==> src/rtl/reg_file_pkg.sv <==
// Shared CPU package: register-file geometry and the write-trace entry layout.
package reg_file_pkg;

  localparam int NUM_REGS  = 32;
  localparam int REG_IDX_W = $clog2(NUM_REGS);
  localparam int DATA_W    = 32;

  localparam logic [REG_IDX_W-1:0] ZERO_REG = '0;

  typedef struct packed {
    logic [DATA_W-1:0]    pc;
    logic [REG_IDX_W-1:0] wreg;
    logic [DATA_W-1:0]    data;
  } trace_entry_t;

endpackage

==> src/rtl/reg_file_if.sv <==
// Pipeline-facing bus of the register file: writeback port, decode read ports, trace stream.
interface reg_file_if;
  import reg_file_pkg::*;

  logic                 w_regwrite;
  logic [REG_IDX_W-1:0] w_regwreg;
  logic [DATA_W-1:0]    w_regwd;
  logic [DATA_W-1:0]    w_pc;

  logic [REG_IDX_W-1:0] d_a1;
  logic [REG_IDX_W-1:0] d_a2;
  logic [DATA_W-1:0]    d_rd1;
  logic [DATA_W-1:0]    d_rd2;

  logic                 trace_valid;
  logic                 trace_ready;
  logic [DATA_W-1:0]    trace_pc;
  logic [REG_IDX_W-1:0] trace_reg;
  logic [DATA_W-1:0]    trace_data;
  logic                 trace_overflow;

  modport master (
    output w_regwrite, w_regwreg, w_regwd, w_pc, d_a1, d_a2, trace_ready,
    input  d_rd1, d_rd2, trace_valid, trace_pc, trace_reg, trace_data, trace_overflow
  );

  modport slave (
    input  w_regwrite, w_regwreg, w_regwd, w_pc, d_a1, d_a2, trace_ready,
    output d_rd1, d_rd2, trace_valid, trace_pc, trace_reg, trace_data, trace_overflow
  );

endinterface

==> src/rtl/reg_file_trace_fifo.sv <==
// trace_fifo: power-of-two deep FIFO of write-trace entries with valid/ready pop
// and a sticky overflow flag for pushes dropped while full.
module trace_fifo
  import reg_file_pkg::*;
#(
  parameter int DEPTH = 4
) (
  input  logic         clk,
  input  logic         rst_n,
  input  logic         push,
  input  trace_entry_t push_data,
  input  logic         pop_ready,
  output logic         valid,
  output trace_entry_t head,
  output logic         overflow
);

  localparam int PTR_W = $clog2(DEPTH);
  localparam int CNT_W = $clog2(DEPTH + 1);

  trace_entry_t       mem [DEPTH];
  logic [PTR_W-1:0]   wr_ptr;
  logic [PTR_W-1:0]   rd_ptr;
  logic [CNT_W-1:0]   count;

  logic full;
  logic pop;
  logic push_acc;

  assign valid    = (count != '0);
  assign full     = (count == CNT_W'(DEPTH));
  assign pop      = valid && pop_ready;
  // A full FIFO still takes a push when the head leaves on the same edge.
  assign push_acc = push && (!full || pop);
  assign head     = valid ? mem[rd_ptr] : '0;

  // NOTE: storage has no reset; count gates the head, so stale entries are never visible.
  always_ff @(posedge clk) begin
    if (push_acc) mem[wr_ptr] <= push_data;
  end

  // NOTE: sequential state uses non-blocking assignments so every register samples pre-edge values.
  always_ff @(posedge clk or negedge rst_n) begin
    if (!rst_n) begin
      wr_ptr   <= '0;
      rd_ptr   <= '0;
      count    <= '0;
      overflow <= 1'b0;
    end else begin
      if (push_acc) wr_ptr <= wr_ptr + PTR_W'(1);
      if (pop)      rd_ptr <= rd_ptr + PTR_W'(1);
      case ({push_acc, pop})
        2'b10:   count <= count + CNT_W'(1);
        2'b01:   count <= count - CNT_W'(1);
        default: count <= count;
      endcase
      if (push && full && !pop) overflow <= 1'b1;
    end
  end

endmodule

==> src/rtl/reg_file.sv <==
// reg_file: 32x32 register file with two combinational read ports and a write-trace FIFO.
// Optional same-cycle write-to-read bypass is enabled by defining GRF_BYPASS_EN.
module reg_file
  import reg_file_pkg::*;
#(
  parameter int TRACE_DEPTH = 4
) (
  input  logic       clk,
  input  logic       rst_n,
  reg_file_if.slave  bus
);

  logic [DATA_W-1:0] regs [NUM_REGS];
  logic              wr_eff;
  logic [DATA_W-1:0] rd1;
  logic [DATA_W-1:0] rd2;
  trace_entry_t      push_entry;
  trace_entry_t      head;

  assign wr_eff = bus.w_regwrite && (bus.w_regwreg != ZERO_REG);

  // The architecture requires the whole file to clear on reset, so the array is reset.
  always_ff @(posedge clk or negedge rst_n) begin
    if (!rst_n) begin
      for (int i = 0; i < NUM_REGS; i++) regs[i] <= '0;
    end else if (wr_eff) begin
      regs[bus.w_regwreg] <= bus.w_regwd;
    end
  end

  // NOTE: every always_comb output gets a default first so no path can infer a latch.
  always_comb begin
    rd1 = (bus.d_a1 == ZERO_REG) ? '0 : regs[bus.d_a1];
    rd2 = (bus.d_a2 == ZERO_REG) ? '0 : regs[bus.d_a2];
`ifdef GRF_BYPASS_EN
    // wr_eff already excludes register 0, so r0 can never be bypassed.
    if (wr_eff && (bus.d_a1 == bus.w_regwreg)) rd1 = bus.w_regwd;
    if (wr_eff && (bus.d_a2 == bus.w_regwreg)) rd2 = bus.w_regwd;
`else
`endif
  end

  assign bus.d_rd1 = rd1;
  assign bus.d_rd2 = rd2;

  assign push_entry = '{pc: bus.w_pc, wreg: bus.w_regwreg, data: bus.w_regwd};

  trace_fifo #(
    .DEPTH (TRACE_DEPTH)
  ) u_trace_fifo (
    .clk       (clk),
    .rst_n     (rst_n),
    .push      (wr_eff),
    .push_data (push_entry),
    .pop_ready (bus.trace_ready),
    .valid     (bus.trace_valid),
    .head      (head),
    .overflow  (bus.trace_overflow)
  );

  assign bus.trace_pc   = head.pc;
  assign bus.trace_reg  = head.wreg;
  assign bus.trace_data = head.data;

endmodule

==> src/flat_wrapper.sv <==
// flat-port wrapper written by rule: the top's interface ports become plain ports
module reg_file_flat import reg_file_pkg::*;
#(
  parameter int TRACE_DEPTH = 4
)
  (clk, rst_n, bus_w_regwrite, bus_w_regwreg, bus_w_regwd, bus_w_pc, bus_d_a1, bus_d_a2, bus_trace_ready, bus_d_rd1, bus_d_rd2, bus_trace_valid, bus_trace_pc, bus_trace_reg, bus_trace_data, bus_trace_overflow);
  reg_file_if bus_i ();
  input  logic clk;
  input  logic rst_n;
  input wire logic [$bits(bus_i.w_regwrite)-1:0] bus_w_regwrite;
  input wire logic [$bits(bus_i.w_regwreg)-1:0] bus_w_regwreg;
  input wire logic [$bits(bus_i.w_regwd)-1:0] bus_w_regwd;
  input wire logic [$bits(bus_i.w_pc)-1:0] bus_w_pc;
  input wire logic [$bits(bus_i.d_a1)-1:0] bus_d_a1;
  input wire logic [$bits(bus_i.d_a2)-1:0] bus_d_a2;
  input wire logic [$bits(bus_i.trace_ready)-1:0] bus_trace_ready;
  output wire logic [$bits(bus_i.d_rd1)-1:0] bus_d_rd1;
  output wire logic [$bits(bus_i.d_rd2)-1:0] bus_d_rd2;
  output wire logic [$bits(bus_i.trace_valid)-1:0] bus_trace_valid;
  output wire logic [$bits(bus_i.trace_pc)-1:0] bus_trace_pc;
  output wire logic [$bits(bus_i.trace_reg)-1:0] bus_trace_reg;
  output wire logic [$bits(bus_i.trace_data)-1:0] bus_trace_data;
  output wire logic [$bits(bus_i.trace_overflow)-1:0] bus_trace_overflow;
  assign bus_i.w_regwrite = bus_w_regwrite;
  assign bus_i.w_regwreg = bus_w_regwreg;
  assign bus_i.w_regwd = bus_w_regwd;
  assign bus_i.w_pc = bus_w_pc;
  assign bus_i.d_a1 = bus_d_a1;
  assign bus_i.d_a2 = bus_d_a2;
  assign bus_i.trace_ready = bus_trace_ready;
  assign bus_d_rd1 = bus_i.d_rd1;
  assign bus_d_rd2 = bus_i.d_rd2;
  assign bus_trace_valid = bus_i.trace_valid;
  assign bus_trace_pc = bus_i.trace_pc;
  assign bus_trace_reg = bus_i.trace_reg;
  assign bus_trace_data = bus_i.trace_data;
  assign bus_trace_overflow = bus_i.trace_overflow;
  reg_file #(.TRACE_DEPTH(TRACE_DEPTH)) u_core (.clk(clk), .rst_n(rst_n), .bus(bus_i));
endmodule
==> config.mk <==
export PLATFORM = sky130hd
export DESIGN_NAME = reg_file_flat
export DESIGN_NICKNAME = d
export VERILOG_FILES = /design/src/rtl/reg_file_pkg.sv /design/src/rtl/reg_file_if.sv /design/src/rtl/reg_file_trace_fifo.sv /design/src/rtl/reg_file.sv /design/src/flat_wrapper.sv
export SDC_FILE = /design/constraint.sdc
export NUM_CORES = 2
export LEC_CHECK = 0
export ABC_CLOCK_PERIOD_IN_PS = 5400
export BUFFER_PORTS_ARGS = -buffer_cell sky130_fd_sc_hd__buf_4
export CORE_MARGIN = 2
export CORE_UTILIZATION = 65
export DETAILED_ROUTE_END_ITERATION = 10
export PLACE_DENSITY = 0.84
export SETUP_SLACK_MARGIN = 0.1
export SLEW_MARGIN = 40
export SYNTH_ARGS = -nofsm -noshare
export SYNTH_HDL_FRONTEND = slang
export SYNTH_HIERARCHICAL = 1
export SYNTH_SLANG_ARGS = --single-unit
==> constraint.sdc <==
create_clock -name clk -period 5.4 [get_ports clk]
set_input_delay 0.27 -clock clk [delete_from_list [all_inputs] [get_ports clk]]
set_output_delay 0.27 -clock clk [all_outputs]
set_load 0.005 [all_outputs]
# == Word level (Yosys, flattened, before mapping) ==
# Memory sizes are Yosys's and may differ from the RTL's.
# Cells that the tools add are included.
# word_totals
reg_bits,1032
elab_cells,80
ramBits,276
n_memories,1
inputBits,83
out_inout_bits,135
# op_classes
magnitude_cmp,4
muxes,15
n_bitwise,3
n_reduce_logical,14
eq_ne,3
add_sub_neg,4
# mem_list
name,depth,width,rd,rd_clocked_by_memory_dff,wr,line_no,source
u_core.u_trace_fifo.mem,4,69,1,0,1,reg_file_trace_fifo.sv:21,trace_entry_t mem [DEPTH];
# ops
operator,count
$bwmux 1024,1
$bmux 32 s5,2
$mux 32,7
$demux 32 s5,1
$mux 69,1
$ge 6x6->1 const B,3
$not 5->6,3
$logic_not 5->1,2
$logic_and 1x1->1,6
$lt 6x1->1 const B,1
$pmux 3 s2,1
$reduce_bool 5->1,1
$add 2x1->2 const B,2
$add 3x1->3 const B,1
$eq 3x3->1 const B,1
$reduce_bool 3->1,1
$sub 3x1->3 const B,1
$eq 2x1->1 const B,1
$eq 2x2->1 const B,1
$logic_not 1->1,2
$mux 1,2
$reduce_bool 2->1,1
$logic_or 1x1->1,1

# == Depth between registers and ports, before layout ==
# depth
ltp_word,6
mapped_depth,9
mapped_depth_nobuf,7

# == By module ==
# Netlist, hierarchy kept.
# by_module_without_submodules
module,seq_area_each_um2,instances,cells_per_inst,area_per_inst_um2
reg_file,25624.6,1,3652,54154.4
trace_fifo,8488.1,1,491,11036.8

# == Least setup slack after synthesis ==
# Ideal clock, no wire load.
# synth_path
path_kind,input -> register
start,in bus_w_regwreg[2]
end,"mem u_core/u_trace_fifo/mem[0][0] (netlist name), enable pin"
slack_ns,2.210
setup_time_ns,0.435
required_time_ns,4.965
t_arrival_ns,2.756
n_path_buf,1
stages,5
cell_sequence,nor3_1 a21boi_0 buf_2 nor2b_1 and2_1
# synth_via
elab_chain_len,5
# synth_rtl
element,line_no,source
from (decl),flat_wrapper.sv:11,input wire logic [$bits(bus_i.w_regwreg)-1:0] bus_w_regwreg;
$reduce_bool 5->1,reg_file.sv:20,assign wr_eff = bus.w_regwrite && (bus.w_regwreg != ZERO_REG);
$logic_and 1x1->1,reg_file.sv:20,
net u_core.wr_eff,reg_file.sv:14,logic wr_eff;
$logic_and 1x1->1,reg_file_trace_fifo.sv:34,assign push_acc = push && (!full || pop);
$mux 1,reg_file_trace_fifo.sv:39,if (push_acc) mem[wr_ptr] <= push_data;
$mux 1 (implied by the code),reg_file_trace_fifo.sv:39,
to (decl),reg_file_trace_fifo.sv:21,
# The timed path passes the listed nets, and every way through them passes these cells.

# == Final worst setup path ==
# layout_path
start,in bus_d_a1[2]
end,out bus_d_rd1[31]
# layout_via
elab_chain_len,5
word_cells_on_any_way,6
cone_classes,4 x mux; 1 x bitwise; 1 x reduce/logical
# layout_rtl
element,line_no,source
from (decl),flat_wrapper.sv:14,input wire logic [$bits(bus_i.d_a1)-1:0] bus_d_a1;
$not 5->6 (implied by the code),reg_file.sv:33,rd1 = (bus.d_a1 == ZERO_REG) ? '0 : regs[bus.d_a1];
$bmux 32 s5,reg_file.sv:33,
$mux 32 (implied by the code) (2 in series),reg_file.sv:33,
$mux 32 *,reg_file.sv:33,
to (decl),flat_wrapper.sv:17,output wire logic [$bits(bus_i.d_rd1)-1:0] bus_d_rd1;
# Every way passes the cells marked *; elsewhere a longest branch is shown, timed or not. The select of a mux whose other input is x is not followed.

==> results.sh <==
export IMPL_critPathMaxStageDelay_ps=820
export IMPL_syn_nets=4231
export IMPL_antenna_found_initial=4
export IMPL_routed_via_density=7.48
export IMPL_required_ps=5130
export IMPL_layout_core_utilization_pct=73.8
export IMPL_synth_top_cells_by_area="dfrtp_1 40%, mux2_2 18%, mux4_2 16%"
export IMPL_count_of_mapped_cells_out_of_synthesis=4143
export IMPL_unrepaired_setup_endpoints_after_global_routing="no"
export IMPL_setup_violations=0
export IMPL_critical_path_max_fanout=65
export IMPL_synth_enable_flop_cells=276
export IMPL_cts_reportedPaths_clkPinSlew_ps=60
export IMPL_floorplan_core_area_mm2=0.0997
export IMPL_r2r_worst_path_cells=8
export IMPL_postCtsHoldBufs=71
export IMPL_final_antenna_net_count=0
export IMPL_layout_min_cycle_time_ps=3930
export IMPL_grt_util_all_layers_pct=38.2
export IMPL_die_h_um=321
export IMPL_critPathMostFrequentCell="buf_4"
export IMPL_hold_path_class="in -> reg"
export IMPL_achievable_frequency_ghz=0.254
export IMPL_post_synth_instance_area_mm2=0.0652
export IMPL_crit_type="in -> out"
export IMPL_power_density_mw_per_mm2=412
export IMPL_number_of_filler_cells_placed_in_the_layout=5690
export IMPL_timing_critical_path_slowest_stage_cell="nand3b_1"
export IMPL_post_cts_repair_resize_count=0
export IMPL_tritoncts="built"
export IMPL_die_area_mm2=0.103
export IMPL_worstPathCellList="buf_6 > nand3b_1 > buf_4 > o221ai_1 > a21oi_1 > a211oi_1 > buf_4"
export IMPL_detailroute_via_count=42300
export IMPL_clk_path_buf_depth=3
export IMPL_floorplan_io_pins=218
export IMPL_synth_top_cells_by_count="1,032 x dfrtp_1, 1,026 x mux2_2, 469 x mux4_2"
export IMPL_routabilityCongestion=0.861
export IMPL_worst_skew_pair_late_latency_ps=780
export IMPL_worstSetupStartpointType="input pin"
export IMPL_yosysTopAreaCell="dfrtp_1"
export IMPL_vdd_drop_max_v=0.000517
export IMPL_cts_buffers_inserted=137
export IMPL_cap_viol_max_count=0
export IMPL_hold_path_cell_count=4
export IMPL_register_bit_count_reported_by_yosys=1308
export IMPL_synth_seq_area_share_pct=52.3
export IMPL_regArea_mm2=0.0341
export IMPL_synth_area_per_cell_um2=15.7
export IMPL_fp_row_count=116
export IMPL_drt_iter0_drc=5342
export IMPL_drv_slew=0
export IMPL_cp_arrival_ps=3660
export IMPL_clock_tree_root_cell="clkbuf_16"
export IMPL_largest_net_degree_at_the_start_of_global_routing=154
export IMPL_result_of_the_run="finished clean"
export IMPL_cts_sinks=1308
export IMPL_worst_slew_pin_slew_ps=989
export IMPL_initial_core_util_pct=65.4
export IMPL_setup_worst_path_end_class="output port"
export IMPL_cts_setup_buffers=0
export IMPL_synthFlopType="dfrtp_1"
export IMPL_h_tree_levels=4
export IMPL_synthesis_warnings=6
export IMPL_post_route_cells_drive_above_1_share_pct=48.9
export IMPL_total_power_mw=30.3
export IMPL_timing_max_slew_rel_slack_pct=33.9
export IMPL_async_reset_ff_share_pct=78.9
export IMPL_min_period_over_period_pct=72.8
export IMPL_clock_skew_after_layout_ps=30.1
export IMPL_multi_input_combinational_cell_area_mm2=0.0293
export IMPL_routed_wl_um=194000
export IMPL_hpwlAfterDp_um=112000
export IMPL_die_width_um=321
export IMPL_post_synth_top_count_cell="dfrtp_1"
export IMPL_distinct_cell_type_count_of_the_synthesized_netlist=53
export IMPL_final_nets=4337
export IMPL_grt_ovfl_total=0
export IMPL_finalHoldViolations=0
export IMPL_global_route_wire_length_before_repair_um=288000
export IMPL_drtPass1Iterations=6
export IMPL_syn2layout_area_growth_pct=12.8
export IMPL_p_leak_nw=30.9
export IMPL_grt_pass1_vias=43800
export IMPL_setup_tns_ps=0
export IMPL_placement_io_buffers=217
export IMPL_share_of_yosys_cell_area_claimed_by_the_top_area_cell_type_pct=39.6
export IMPL_wl_per_cell_um=34.3
export IMPL_drc_errors=0
final timing paths:
check | end | slack (ps) | start
worst max-delay path | bus_d_rd1[31] | 1470 | bus_d_a1[2]
worst min-delay path | u_core/u_trace_fifo/overflow | 200 | bus_w_regwrite
worst max register to register | u_core/u_trace_fifo/count[2] | 2460 | u_core/u_trace_fifo/count[1]
worst min register to register | u_core/regs[1013] | 400 | u_core/regs[1013]
max in group asynchronous | u_core/regs[507] | 3340 | rst_n
min in group asynchronous | u_core/regs[583] | 510 | rst_n
per-layer routing:
metal  up-vias  wire length (um)  GRT usage [%]
li1      16400                 -              -
met1     22200             69900           50.2
met2      2959             91700           59.2
met3       727             21500           10.1
met4         4             11000           20.0
met5         -                27              0
worst max-delay path: cells and delay by family:
kind / cells / cell delay [ps]
and+or+nand+nor: 1 / 820
AOI/OAI and AO/OA: 3 / 1160
buffers and inverters: 3 / 1290
stage by stage:
stage | area (um^2) | hold slack (ps) | setup slack, ps | instances
2_1_floorplan | 65200 | -25.6 | 2210 | 4143
3_3_place_gp | 67600 | 368 | 1410 | 5311
3_5_place_dp | 68100 | 365 | 1690 | 5328
4_1_cts | 73300 | 159 | 1630 | 5649
5_1_grt | 73600 | 206 | 1600 | 5660
6_report | 73600 | 195 | 1470 | 5661
final cells by class:
cell class | count | area share (%)
Antenna cell | 3 | 0.0102
Clock buffer | 199 | 5.53
Clock inverter | 51 | 0.665
Inverter | 6 | 0.0306
Multi-Input combinational cell | 2376 | 39.8
Sequential cell | 1308 | 46.4
Tap cell | 1298 | 2.21
Timing Repair Buffer | 420 | 5.35
cells by family after synthesis:
group / Yosys count / share of synthesized area (%)
buffers and inverters: 459 / 3.27
muxes: 1754 / 37.9
AOI/OAI and AO/OA: 365 / 4.11
DFF: 1308 / 52.3
and+or+nand+nor: 247 / 2.20
xor gates and xnor gates: 5 / 0.0672
adders and majority gates: 5 / 0.107
sequential cells by signal, summed over array words and instances (netlist names):
signal / flops
u_core/regs: 1024
u_core/u_trace_fifo/rd_ptr: 2
u_core/u_trace_fifo/wr_ptr: 2
u_core/u_trace_fifo/overflow: 1
u_core/u_trace_fifo/mem: 276
u_core/u_trace_fifo/count: 3
where the power goes:
group	internal, mW	total, mW	switching [mW]
clock network	5.58	9.57	3.99
registers	12.0	13.5	1.44
logic	4.13	7.28	3.15
total	21.7	30.3	8.58
placed cells by master, fill, tap and decap left out, types with 17 or more instances in the layout:
| cell | n |
|---|---|
| mux2i_1 | 258 |
| and2_1 | 84 |
| clkbuf_1 | 29 |
| edfxtp_1 | 276 |
| nor2b_1 | 32 |
| dfrtp_1 | 1030 |
| a211oi_1 | 37 |
| o221ai_1 | 26 |
| dlygate4sd3_1 | 72 |
| clkbuf_16 | 144 |
| nor2_4 | 17 |
| clkinv_2 | 24 |
| clkbuf_8 | 26 |
| a22oi_1 | 89 |
| buf_4 | 299 |
| mux4_2 | 469 |
| nor3_1 | 20 |
| o22ai_1 | 57 |
| a21oi_1 | 57 |
| buf_12 | 24 |
| a2111oi_0 | 26 |
| mux2_2 | 1026 |
| a22o_1 | 37 |
No activity file was read; power rests on OpenSTA's default activity.
